$ cat config.mk
export PLATFORM = sky130hd
export DESIGN_NAME = uart_order_parser
export DESIGN_NICKNAME = d
export VERILOG_FILES = /design/src/rtl/uart_order_parser.sv
export SDC_FILE = /design/constraint.sdc
export NUM_CORES = 1
export LEC_CHECK = 0
export BUFFER_PORTS_ARGS = -buffer_cell sky130_fd_sc_hd__buf_2
export CAP_MARGIN = 20
export CELL_PAD_IN_SITES_DETAIL_PLACEMENT = 1
export CELL_PAD_IN_SITES_GLOBAL_PLACEMENT = 2
export CORE_MARGIN = 2
export CORE_UTILIZATION = 38
export DETAILED_ROUTE_END_ITERATION = 16
export PLACE_DENSITY = 0.93
export SLEW_MARGIN = 0
export SYNTH_ARGS = -nofsm -noshare
export SYNTH_HDL_FRONTEND = slang
export SYNTH_SLANG_ARGS = --single-unit
$ cat constraint.sdc
create_clock -name clk -period 4.3 [get_ports clk]
set_clock_uncertainty 0.05 [all_clocks]
set_input_delay 0.86 -clock clk [delete_from_list [all_inputs] [get_ports clk]]
set_output_delay 0.86 -clock clk [all_outputs]
set_load 0.03 [all_outputs]
$ cat src/rtl/uart_order_parser.sv
// rtl/uart_order_parser.sv - assembles 9-byte order frames from a UART byte stream
module uart_order_parser #(
    parameter int         TIMEOUT_CLKS = 104_167,
    parameter logic [7:0] SYNC_BYTE    = 8'hA5
) (
    input  logic        clk,
    input  logic        rst,
    input  logic [7:0]  in_data,
    input  logic        in_valid,
    output logic        ord_valid,
    input  logic        ord_ready,
    output logic [1:0]  ord_type,
    output logic [31:0] ord_price,
    output logic [15:0] ord_qty,
    output logic        err_csum,
    output logic        err_type,
    output logic        err_timeout,
    output logic        err_drop
);
    localparam int CW = $clog2(TIMEOUT_CLKS) + 1;

    typedef enum logic [1:0] {HUNT, TYPE, PAYLOAD, CHECK} state_t;

    state_t        state, state_nx;
    logic [2:0]    idx, idx_nx;
    logic [7:0]    csum, csum_nx;
    logic [1:0]    type_r, type_nx;
    logic [47:0]   shreg, shreg_nx;
    logic [CW-1:0] tcnt, tcnt_nx;
    logic          good, e_csum, e_type, e_to, load;

    always_comb begin
        state_nx = state;
        idx_nx   = idx;
        csum_nx  = csum;
        type_nx  = type_r;
        shreg_nx = shreg;
        good     = 1'b0;
        e_csum   = 1'b0;
        e_type   = 1'b0;
        e_to     = 1'b0;
        tcnt_nx  = (state == HUNT || in_valid) ? '0 : tcnt + CW'(1);
        // A byte arriving on the expiry cycle takes priority over the timeout.
        if (state != HUNT && !in_valid && tcnt == CW'(TIMEOUT_CLKS - 1)) begin
            e_to     = 1'b1;
            state_nx = HUNT;
            tcnt_nx  = '0;
        end else if (in_valid) begin
            case (state)
                HUNT: begin
                    if (in_data == SYNC_BYTE) state_nx = TYPE;
                end
                TYPE: begin
                    if (in_data == 8'd1 || in_data == 8'd2 || in_data == 8'd3) begin
                        type_nx  = in_data[1:0];
                        csum_nx  = in_data;
                        idx_nx   = 3'd0;
                        state_nx = PAYLOAD;
                    end else begin
                        e_type   = 1'b1;
                        state_nx = HUNT;
                    end
                end
                PAYLOAD: begin
                    shreg_nx = {shreg[39:0], in_data};
                    csum_nx  = csum ^ in_data;
                    idx_nx   = idx + 3'd1;
                    if (idx == 3'd5) state_nx = CHECK;
                end
                CHECK: begin
                    if (in_data == csum) good = 1'b1;
                    else                 e_csum = 1'b1;
                    state_nx = HUNT;
                end
                default: state_nx = HUNT;
            endcase
        end
    end

    // A good frame may replace the held order only when that order leaves this cycle.
    assign load = good && (!ord_valid || ord_ready);

    always_ff @(posedge clk) begin
        if (rst) begin
            state       <= HUNT;
            idx         <= '0;
            csum        <= '0;
            type_r      <= '0;
            shreg       <= '0;
            tcnt        <= '0;
            ord_valid   <= 1'b0;
            ord_type    <= '0;
            ord_price   <= '0;
            ord_qty     <= '0;
            err_csum    <= 1'b0;
            err_type    <= 1'b0;
            err_timeout <= 1'b0;
            err_drop    <= 1'b0;
        end else begin
            state       <= state_nx;
            idx         <= idx_nx;
            csum        <= csum_nx;
            type_r      <= type_nx;
            shreg       <= shreg_nx;
            tcnt        <= tcnt_nx;
            err_csum    <= e_csum;
            err_type    <= e_type;
            err_timeout <= e_to;
            err_drop    <= good && !load;
            if (load) begin
                ord_valid <= 1'b1;
                ord_type  <= type_r;
                ord_price <= shreg[47:16];
                ord_qty   <= shreg[15:0];
            end else if (ord_valid && ord_ready) begin
                ord_valid <= 1'b0;
            end
        end
    end
endmodule

==> metrics, run 1 <==
critical path class=in2reg; min setup slack post-route=1690 ps; depth of the worst register-to-register path=6; endpoint of the lowest-slack register-to-register path=shreg[35]; worst endpoint data arrival time=2840 ps; sequential cell area fraction in the yosys report=47.0%; via count=5275; final instance count without filler cells=923; nets@finish=742; Power Density=423 nW/um^2; share of cells above drive strength 1=15.9%; overall routed net length=16400 um; number of synthesis warnings=0; Leak=2.30 nW; per-instance average area after synthesis=8.39 um^2; first-pass GRT wire length=27200 um; pre-CTS setup slack=1180 ps; number of buffers inserted by post-CTS setup repair=0; longest individual stage delay on the worst path=660 ps; post-synthesis instance area=5790 um^2; number of H-tree levels=4; effective utilization at floorplan=38.5%; largest fanout on the critical path=29; vias in the first global route=5414; antenna cells=0; type of the tightest min-delay check=reg2reg; horizontal die dimension=127 um; final period demand of the worst path=2610 ps; clk slew on worst S/H paths=60 ps; routability-driven placement congestion ratio=0.828; leftover overflow at the end of global routing=0; number of design-rule violations left by the first detailed-router iteration=293; cell count after placement=890; TritonCTS clock tree=yes; peak supply drop=271 uV; Synthesized Nets=710; terminating pin of the worst hold path=shreg[42]; detailed-placement wirelength estimate=10200 um; Die Area=16200 um^2; post-cts sizing count=0; first-pass iteration count of the detailed router=4; Clock Sinks=136; required arrival time at the worst endpoint=4530 ps; nature of the critical path endpoint=flop; IO Port Bufs=66; outcome=completed; buffer levels on the longest clock path=2; cells traversed along the worst timing path=buf_2 > nand2b_1 > nand3_1 > buf_4 > o31ai_1 > a21oi_1; Worst path slowest cell=sky130_fd_sc_hd__nand3_1; hold path start=shreg[42]; highest clock frequency the design can meet=382 MHz; most frequently used flop master after synthesis=sky130_fd_sc_hd__dfxtp_1; pin count of the biggest net entering global routing=59; Syn-to-layout area delta=18.4%; antenna violations before repair=0; async set or reset register ratio after synthesis=0%; insertion delay of the later-clocked pin in the worst-skew pair=420 ps; startpoint type of the worst setup path=primary input; worst-margin pin slew=923 ps; number of endpoints failing setup at the final stage=0; MaxCap Viol Count=0; global-route usage over all layers=20.7%; detailed-route DRC error count=0; Post-synth EDFFs=0; Core Box Area=15000 um^2; unrepaired setup endpoints after global routing=false; worst hold path stage count=2; Crit Reg-Reg Startpoint=state[0]; Netlist cell types=42; final-layout setup total negative slack=0 ps; final count of pins violating max slew=0; worst-case register-to-register setup slack=1750 ps; power consumption=2.90 mW; post-DR wirelength/cell=17.8 um; post-synthesis instance total=690; cts hold-fix bufs=0; Slew headroom=38.3%; Row Count=45; root cell of the clock tree=sky130_fd_sc_hd__clkbuf_16; post-route antenna net violation count=0; Period Utilization, post-route=60.8%; total CTS buffers=17; height of the die=127 um; final number of hold-violating endpoints=0; average vias per placed instance=5.72; number of synthesized register bits=136; I/O pin cnt=67
==> sequential cells by signal, summed over array words and instances, names as in the netlist, 2 cells and up, named ones only <==
register   flops
ord_qty       16
tcnt          18
type_r         2
ord_price     32
ord_type       2
idx            3
shreg         48
csum           8
==> power breakdown <==
group | leakage (nW) | switching [mW] | internal [mW] | total, mW
sequential | 1.09 | 0.000395 | 1.26 | 1.26
clock | 0.313 | 0.554 | 1.02 | 1.57
combinational | 0.895 | 0.0547 | 0.0127 | 0.0674
total | 2.30 | 0.609 | 2.29 | 2.90
==> cell usage after synthesis (5+ instances only) <==
library cell | instances | area share, %
sky130_fd_sc_hd__a21oi_1 | 105 | 9.1
sky130_fd_sc_hd__o41a_1 | 6 | 1.2
sky130_fd_sc_hd__nor2_1 | 24 | 1.6
sky130_fd_sc_hd__nor4_1 | 9 | 0.97
sky130_fd_sc_hd__inv_1 | 16 | 1.0
sky130_fd_sc_hd__nand3_1 | 13 | 1.1
sky130_fd_sc_hd__a31oi_1 | 10 | 1.1
sky130_fd_sc_hd__nand4_1 | 57 | 6.2
sky130_fd_sc_hd__or4_1 | 12 | 1.6
sky130_fd_sc_hd__nand2_1 | 108 | 7.0
sky130_fd_sc_hd__o21ai_0 | 10 | 0.86
sky130_fd_sc_hd__dfxtp_1 | 136 | 47
sky130_fd_sc_hd__xor2_1 | 8 | 1.2
sky130_fd_sc_hd__nor3_1 | 5 | 0.43
sky130_fd_sc_hd__o31ai_1 | 56 | 7.3
sky130_fd_sc_hd__xnor2_1 | 13 | 2.0
sky130_fd_sc_hd__ha_1 | 8 | 1.7
sky130_fd_sc_hd__clkbuf_1 | 58 | 3.8
==> critical path: cells and delay by family <==
kind / cells / cell delay (ps)
simple gates: 2 / 810
buf+inv: 2 / 640
compound gates: 2 / 520
==> cell type report <==
type / count / area (um^2)
clock buffers: 21 / 470
clock inverters: 11 / 169
fillers: 1775 / 8180
inverters: 16 / 60.1
multi-input cells: 474 / 2770
flip-flops and latches: 136 / 2720
well taps: 188 / 235
repair buffers: 77 / 432
==> cell families (layout without fill, tap and decap cells) <==
family / after synthesis / in the layout / synth area share [%]
mux: 2 / 2 / 0.346
simple gates: 249 / 249 / 21.6
compound gates: 194 / 194 / 20.7
fa+ha+maj: 8 / 8 / 1.73
xor+xnor: 21 / 21 / 3.18
buf+inv: 80 / 125 / 5.34
flops: 136 / 136 / 47.0
==> routing by layer <==
metal,GRT usage (%),up-vias,wire length [um]
met5,0,-,0
met4,6.98,0,257
met2,35.7,107,8230
li1,-,2578,-
met3,4.02,21,672
met1,26.0,2569,7250
==> how the worst max path moves through the flow <==
stage                           from       endpoint  slack, ps  depth (start not counted)
after floorplan           in_data[3]         idx[1]       1820                          5
after global placement    in_data[5]      ord_valid       1240                          5
after detailed placement  in_data[5]  ord_price[14]       1180                          5
after CTS                 in_data[5]  ord_price[10]       1520                          5
after global routing        state[0]       shreg[9]       1530                          6
final                      ord_ready  ord_price[10]       1690                          6
==> placed cells by master, fill, tap and decap left out, drive strengths merged, types with 2 or more instances in the layout <==
| cell type | n |
|---|---|
| a21oi | 105 |
| a31oi | 10 |
| and4 | 2 |
| buf | 77 |
| bufinv | 4 |
| clkbuf | 21 |
| clkinv | 5 |
| dfxtp | 136 |
| ha | 8 |
| inv | 17 |
| mux2i | 2 |
| nand2 | 108 |
| nand3 | 13 |
| nand4 | 57 |
| nand4b | 2 |
| nor2 | 24 |
| nor2b | 2 |
| nor3 | 5 |
| nor4 | 9 |
| nor4b | 2 |
| o21ai | 10 |
| o31a | 2 |
| o31ai | 57 |
| o41a | 6 |
| or2 | 2 |
| or3 | 5 |
| or4 | 12 |
| or4b | 3 |
| xnor2 | 13 |
| xor2 | 8 |
==> per-stage QoR <==
| stage | cell area (um^2) | hold slack, ps | utilization (%) |
|---|---|---|---|
| finish | 6850 | 412 | 45.6 |
| global route | 6850 | 436 | 45.6 |
| CTS | 6830 | 417 | 45.5 |
| detailed placement | 6190 | 409 | 41.2 |
| global placement | 6180 | 397 | 41.1 |
| floorplan | 5790 | 387 | - |
Power figures use the tool's default switching activity.
==> run 2, diff against run 1 <==
--- a/config.mk
+++ b/config.mk
@@ -10,9 +10,9 @@
 export CELL_PAD_IN_SITES_DETAIL_PLACEMENT = 1
 export CELL_PAD_IN_SITES_GLOBAL_PLACEMENT = 2
 export CORE_MARGIN = 2
-export CORE_UTILIZATION = 38
+export CORE_UTILIZATION = 35
 export DETAILED_ROUTE_END_ITERATION = 16
-export PLACE_DENSITY = 0.93
+export PLACE_DENSITY = 0.87
 export SLEW_MARGIN = 0
 export SYNTH_ARGS = -nofsm -noshare
 export SYNTH_HDL_FRONTEND = slang
==> constraint.sdc (replaced) <==
create_clock -name clk -period 2.7 [get_ports clk]
set_clock_uncertainty 0.05 [all_clocks]
set_input_delay 0.54 -clock clk [delete_from_list [all_inputs] [get_ports clk]]
set_output_delay 0.54 -clock clk [all_outputs]
set_load 0.03 [all_outputs]
==> run 2 against run 1 <==
  * Hold slack worse by 40 ps
  * Wire length up 2.6%
  * Global-route usage down 1.1 points
  * Non-clock buffer count up 4
  * Critical endpoint is now csum[1]
  * Largest cell class unchanged
==> metrics, run 2 (synthesis gave the netlist of run 1 again) <==
post-cts sizing count=0; pin count of the biggest net entering global routing=90; effective utilization at floorplan=35.4%; detailed-placement wirelength estimate=10800 um; root cell of the clock tree=sky130_fd_sc_hd__clkbuf_16; buffer levels on the longest clock path=2; Core Box Area=16300 um^2; cell count after placement=927; final-layout setup total negative slack=0 ps; final period demand of the worst path=2200 ps; IO Port Bufs=66; nets@finish=746; worst-margin pin slew=827 ps; Syn-to-layout area delta=18.6%; type of the tightest min-delay check=in2reg; number of H-tree levels=4; horizontal die dimension=133 um; nature of the critical path endpoint=flop; number of buffers inserted by post-CTS setup repair=0; leading cell types in the layout, fill and taps excluded=sky130_fd_sc_hd__dfxtp_1 (136), sky130_fd_sc_hd__nand2_1 (108), sky130_fd_sc_hd__a21oi_1 (105); post-DR wirelength/cell=17.6 um; outcome=completed; worst endpoint data arrival time=2490 ps; Period Utilization, post-route=81.6%; Die Area=17600 um^2; I/O pin cnt=67; unrepaired setup endpoints after global routing=false; Leak=2.28 nW; required arrival time at the worst endpoint=2990 ps; critical path class=reg2reg; global-route usage over all layers=19.6%; Slew headroom=44.8%; first-pass GRT wire length=28000 um; antenna cells=0; biggest registers after layout=shreg (48), ord_price (32), tcnt (18); total CTS buffers=17; via count=5317; TritonCTS clock tree=yes; peak supply drop=477 uV; insertion delay of the later-clocked pin in the worst-skew pair=420 ps; average vias per placed instance=5.55; Row Count=47; detailed-route DRC error count=0; highest clock frequency the design can meet=454 MHz; most common cell after layout, fill and taps aside=sky130_fd_sc_hd__dfxtp_1; leftover overflow at the end of global routing=0; register ranked first by flip-flop count=shreg; clk slew on worst S/H paths=50 ps; first-pass iteration count of the detailed router=4; number of endpoints failing setup at the final stage=0; height of the die=133 um; final count of pins violating max slew=0; post-route antenna net violation count=0; startpoint type of the worst setup path=flop; MaxCap Viol Count=0; total of fill cells in the finished design=1967; vias in the first global route=5542; overall routed net length=16800 um; antenna violations before repair=0; final instance count without filler cells=958; share of cells above drive strength 1=15.9%; largest fanout on the critical path=30; routability-driven placement congestion ratio=0.799; cts hold-fix bufs=0; Clock Sinks=136; Power Density=620 nW/um^2; number of flip-flops in the largest register=48; number of design-rule violations left by the first detailed-router iteration=243; final number of hold-violating endpoints=0
-- run 2: per-stage QoR --
stage	utilization [%]	hold WS, ps	power, mW	instance area, um^2	setup WS (ps)
after CTS	42.0	357	4.29	6860	489
after floorplan	-	387	2.12	5790	540
after global routing	42.0	391	4.39	6860	323
after detailed placement	38.7	403	2.16	6330	255
final	42.0	372	4.26	6860	497
after global placement	38.7	398	2.16	6330	341
-- run 2: layer usage --
metal / global-route usage, % / wire length [um]
met5: 0 / 0
met4: 5.97 / 225
met3: 4.21 / 463
met2: 34.2 / 8430
met1: 24.3 / 7710
-- run 2: worst paths after layout --
check	startpoint	endpoint	slack [ps]	depth (start not counted)
min reg2reg	shreg[45]	shreg[45]	410	2
max	state[0]	csum[1]	500	5
max reg2reg	state[0]	csum[1]	500	5
min	in_data[7]	shreg[7]	370	3
-- run 2: critical path, stage by stage, from the launching register on --
cell                      delay, ps
sky130_fd_sc_hd__dfxtp_1        370
sky130_fd_sc_hd__inv_1          110
sky130_fd_sc_hd__ha_1           290
sky130_fd_sc_hd__nand2_1        460
sky130_fd_sc_hd__or4_1          630
sky130_fd_sc_hd__a31oi_1        210
-- run 2: final cells by class --
| type | count | area [um^2] | share of cell area [%] |
|---|---|---|---|
| clock buffer | 23 | 458 | 6.67 |
| clock inverter | 8 | 75.1 | 1.09 |
| inverter | 16 | 60.1 | 0.875 |
| multi-input combinational | 474 | 2780 | 40.4 |
| sequential | 136 | 2720 | 39.7 |
| tap | 220 | 275 | 4.01 |
| timing repair buffer | 81 | 495 | 7.22 |
-- run 2: power breakdown --
group	leakage (nW)	internal [mW]	switching, mW
Clock	0.261	1.28	0.855
Sequential	1.09	2.01	0.000654
Combinational	0.920	0.0240	0.0898
Total	2.28	3.31	0.946
==> run 3, diff against run 2 <==
--- a/config.mk
+++ b/config.mk
@@ -5,12 +5,13 @@
 export SDC_FILE = /design/constraint.sdc
 export NUM_CORES = 1
 export LEC_CHECK = 0
+export ABC_AREA = 1
 export BUFFER_PORTS_ARGS = -buffer_cell sky130_fd_sc_hd__buf_2
 export CAP_MARGIN = 20
 export CELL_PAD_IN_SITES_DETAIL_PLACEMENT = 1
 export CELL_PAD_IN_SITES_GLOBAL_PLACEMENT = 2
 export CORE_MARGIN = 2
-export CORE_UTILIZATION = 35
+export CORE_UTILIZATION = 32
 export DETAILED_ROUTE_END_ITERATION = 16
 export PLACE_DENSITY = 0.87
 export SLEW_MARGIN = 0
==> constraint.sdc (replaced) <==
create_clock -name clk -period 2.1 [get_ports clk]
set_clock_uncertainty 0.05 [all_clocks]
set_input_delay 0.42 -clock clk [delete_from_list [all_inputs] [get_ports clk]]
set_output_delay 0.42 -clock clk [all_outputs]
set_load 0.03 [all_outputs]
==> run 3 against run 2 <==
  * Via count is 5.9% lower
  * Power is 34% higher
  * First-iteration DRC count is 12% higher
  * Final cell count is 18% higher
  * Hold slack worse by 130 ps
  * Non-clock buffer count is 1 lower
  * Combinational power is 8% higher
  * Critical endpoint is now shreg[6]
  * Die area is 6.9% higher
  * Register-to-register slack worse by 230 ps
  * Maximum frequency is 20% higher
  * Synthesized cell count is 20% higher
  * Worst setup slack worse by 230 ps
==> metrics, run 3 <==
antenna violations before repair=0; post-synthesis instance total=828; part of the total power dissipated in the clock network=52.7%; total CTS buffers=17; hold path start=in_data[6]; final-layout setup total negative slack=0 ps; post-DR wirelength/cell=12.7 um; detailed-route DRC error count=0; post-route antenna net violation count=0; insertion delay of the later-clocked pin in the worst-skew pair=420 ps; launching element of the worst setup path=state[0]; Netlist cell types=23; cell taking the most area after synthesis=sky130_fd_sc_hd__dfxtp_1; Slew headroom=70.1%; Die Area=18800 um^2; buffer levels on the longest clock path=2; startpoint type of the worst setup path=flop; number of synthesis warnings=0; average vias per placed instance=4.44; final count of pins violating max slew=0; final instance area=6840 um^2; number of buffers inserted by post-CTS setup repair=0; biggest registers after layout=shreg (48), ord_price (32), tcnt (18); root cell of the clock tree=sky130_fd_sc_hd__clkbuf_16; height of the die=137 um; leading post-synthesis cells by instance count=sky130_fd_sc_hd__nor2_1 (225), sky130_fd_sc_hd__nand2_1 (199), sky130_fd_sc_hd__dfxtp_1 (136); Finished Core Util=39.6%; type of the tightest min-delay check=in2reg; Syn-to-layout area delta=20.7%; most frequently used flop master after synthesis=sky130_fd_sc_hd__dfxtp_1; pre-CTS setup slack=163 ps; clk slew on worst S/H paths=60 ps; Power Density=835 nW/um^2; effective utilization at floorplan=32.8%; number of flip-flops in the largest register=48; global-route usage over all layers=16.5%; horizontal die dimension=137 um; peak supply drop=588 uV; leftover overflow at the end of global routing=0; Sw Share=20.5%; Period Utilization, post-route=87.1%; Power Internal=4.54 mW; post-synthesis instance area=5670 um^2; critical path class=reg2reg; Crit Reg-Reg Startpoint=state[0]; final period demand of the worst path=1830 ps; CP Buf/Inv Count=3; highest clock frequency the design can meet=547 MHz; number of H-tree levels=4; per-instance average area after synthesis=6.85 um^2; nets@finish=909; final number of hold-violating endpoints=0; Core Box Area=17300 um^2; IO Port Bufs=66; async set or reset register ratio after synthesis=0%; CP delay by family, top=buffers and inverters; Worst path slowest cell=sky130_fd_sc_hd__buf_4; worst-margin pin slew=449 ps; overall routed net length=14300 um; sequential cell area fraction in the yosys report=48.0%; share of the synthesized area in the top cell type=48.0%; Synthesized Nets=848; TritonCTS clock tree=yes; min setup slack post-route=271 ps; required arrival time at the worst endpoint=2410 ps; MaxCap Viol Count=0; cells traversed along the worst timing path=inv_1 > ha_1 > nand2_1 > inv_1 > buf_4 > o21ai_0 > a21oi_1; ranking of synthesized cells by area=sky130_fd_sc_hd__dfxtp_1 (48%), sky130_fd_sc_hd__nor2_1 (15%), sky130_fd_sc_hd__nand2_1 (13%); number of endpoints failing setup at the final stage=0; largest fanout on the critical path=23; pin count of the biggest net entering global routing=101; Clock Sinks=136; post-cts sizing count=0; I/O pin cnt=67; worst endpoint data arrival time=2130 ps; via count=5003; Post-synth EDFFs=0; first-pass iteration count of the detailed router=4; antenna cells=0; Row Count=48; vias in the first global route=4976; register ranked first by flip-flop count=shreg; outcome=completed; leading cell types in the layout, fill and taps excluded=sky130_fd_sc_hd__nor2_1 (225), sky130_fd_sc_hd__nand2_1 (199), sky130_fd_sc_hd__dfxtp_1 (136); Comb power frac=2.2%; routability-driven placement congestion ratio=0.781; Leak=3.29 nW; unrepaired setup endpoints after global routing=false; most used cell along the critical path=sky130_fd_sc_hd__inv_1; number of design-rule violations left by the first detailed-router iteration=273; cts hold-fix bufs=0; area post-placement=6250 um^2; share of cells above drive strength 1=12.6%; longest individual stage delay on the worst path=370 ps; first-pass GRT wire length=24100 um; detailed-placement wirelength estimate=9720 um; most common cell after layout, fill and taps aside=sky130_fd_sc_hd__nor2_1; number of synthesized register bits=136; nature of the critical path endpoint=flop; register share of total power=45.2%; Switching Power=1.17 mW; leading cell type by number of instances after synthesis=sky130_fd_sc_hd__nor2_1
[run 3: stage by stage]
stage,total power [mW],std cells,hold slack [ps]
after floorplan,2.71,828,395
after global placement,2.76,1095,415
after detailed placement,2.76,1095,424
after CTS,5.80,1127,224
after global routing,5.93,1127,240
final,5.71,1127,239
[run 3: worst min-delay path: stages]
cell	delay, ps
sky130_fd_sc_hd__buf_2	130
sky130_fd_sc_hd__inv_2	60
sky130_fd_sc_hd__a21oi_1	50
[run 3: cell type report]
class | count | area [um^2]
repair buffers | 80 | 485
well taps | 225 | 282
clock inverters | 8 | 120
flip-flops and latches | 136 | 2720
clock buffers | 24 | 472
multi-input cells | 560 | 2410
fillers | 2235 | 10500
inverters | 94 | 353
[run 3: kinds of logic (layout without fill, tap and decap cells)]
family	count (synthesis)	after routing	share of synthesized area (%)
simple gates	454	454	31.1
flops	136	136	48.0
buf+inv	132	206	9.71
compound gates	87	87	7.72
xor+xnor	11	11	1.70
fa+ha+maj	8	8	1.77
[run 3: worst paths after layout]
| check | end | slack (ps) | cells after the start |
|---|---|---|---|
| max | shreg[6] | 270 | 7 |
| min | shreg[6] | 240 | 3 |
| max reg2reg | shreg[6] | 270 | 7 |
| min reg2reg | tcnt[17] | 430 | 2 |
[run 3: per-layer routing]
layer  vias up  part of all wire [%]  track usage (%)
met4         0                   1.8             7.27
met1      2287                    47             20.1
met3        17                   4.4             4.22
met5         -                     0                0
met2        61                    47             27.3
li1       2638                     -                -
[run 3: power groups by stage]
stage | Combinational, mW | Sequential, mW | Clock (mW)
3_3_place_gp | 0.124 | 2.64 | 0
3_5_place_dp | 0.125 | 2.64 | 0
4_1_cts | 0.126 | 2.58 | 3.09
5_1_grt | 0.141 | 2.58 | 3.21
6_report | 0.123 | 2.58 | 3.01
2_1_floorplan | 0.0734 | 2.64 | 0
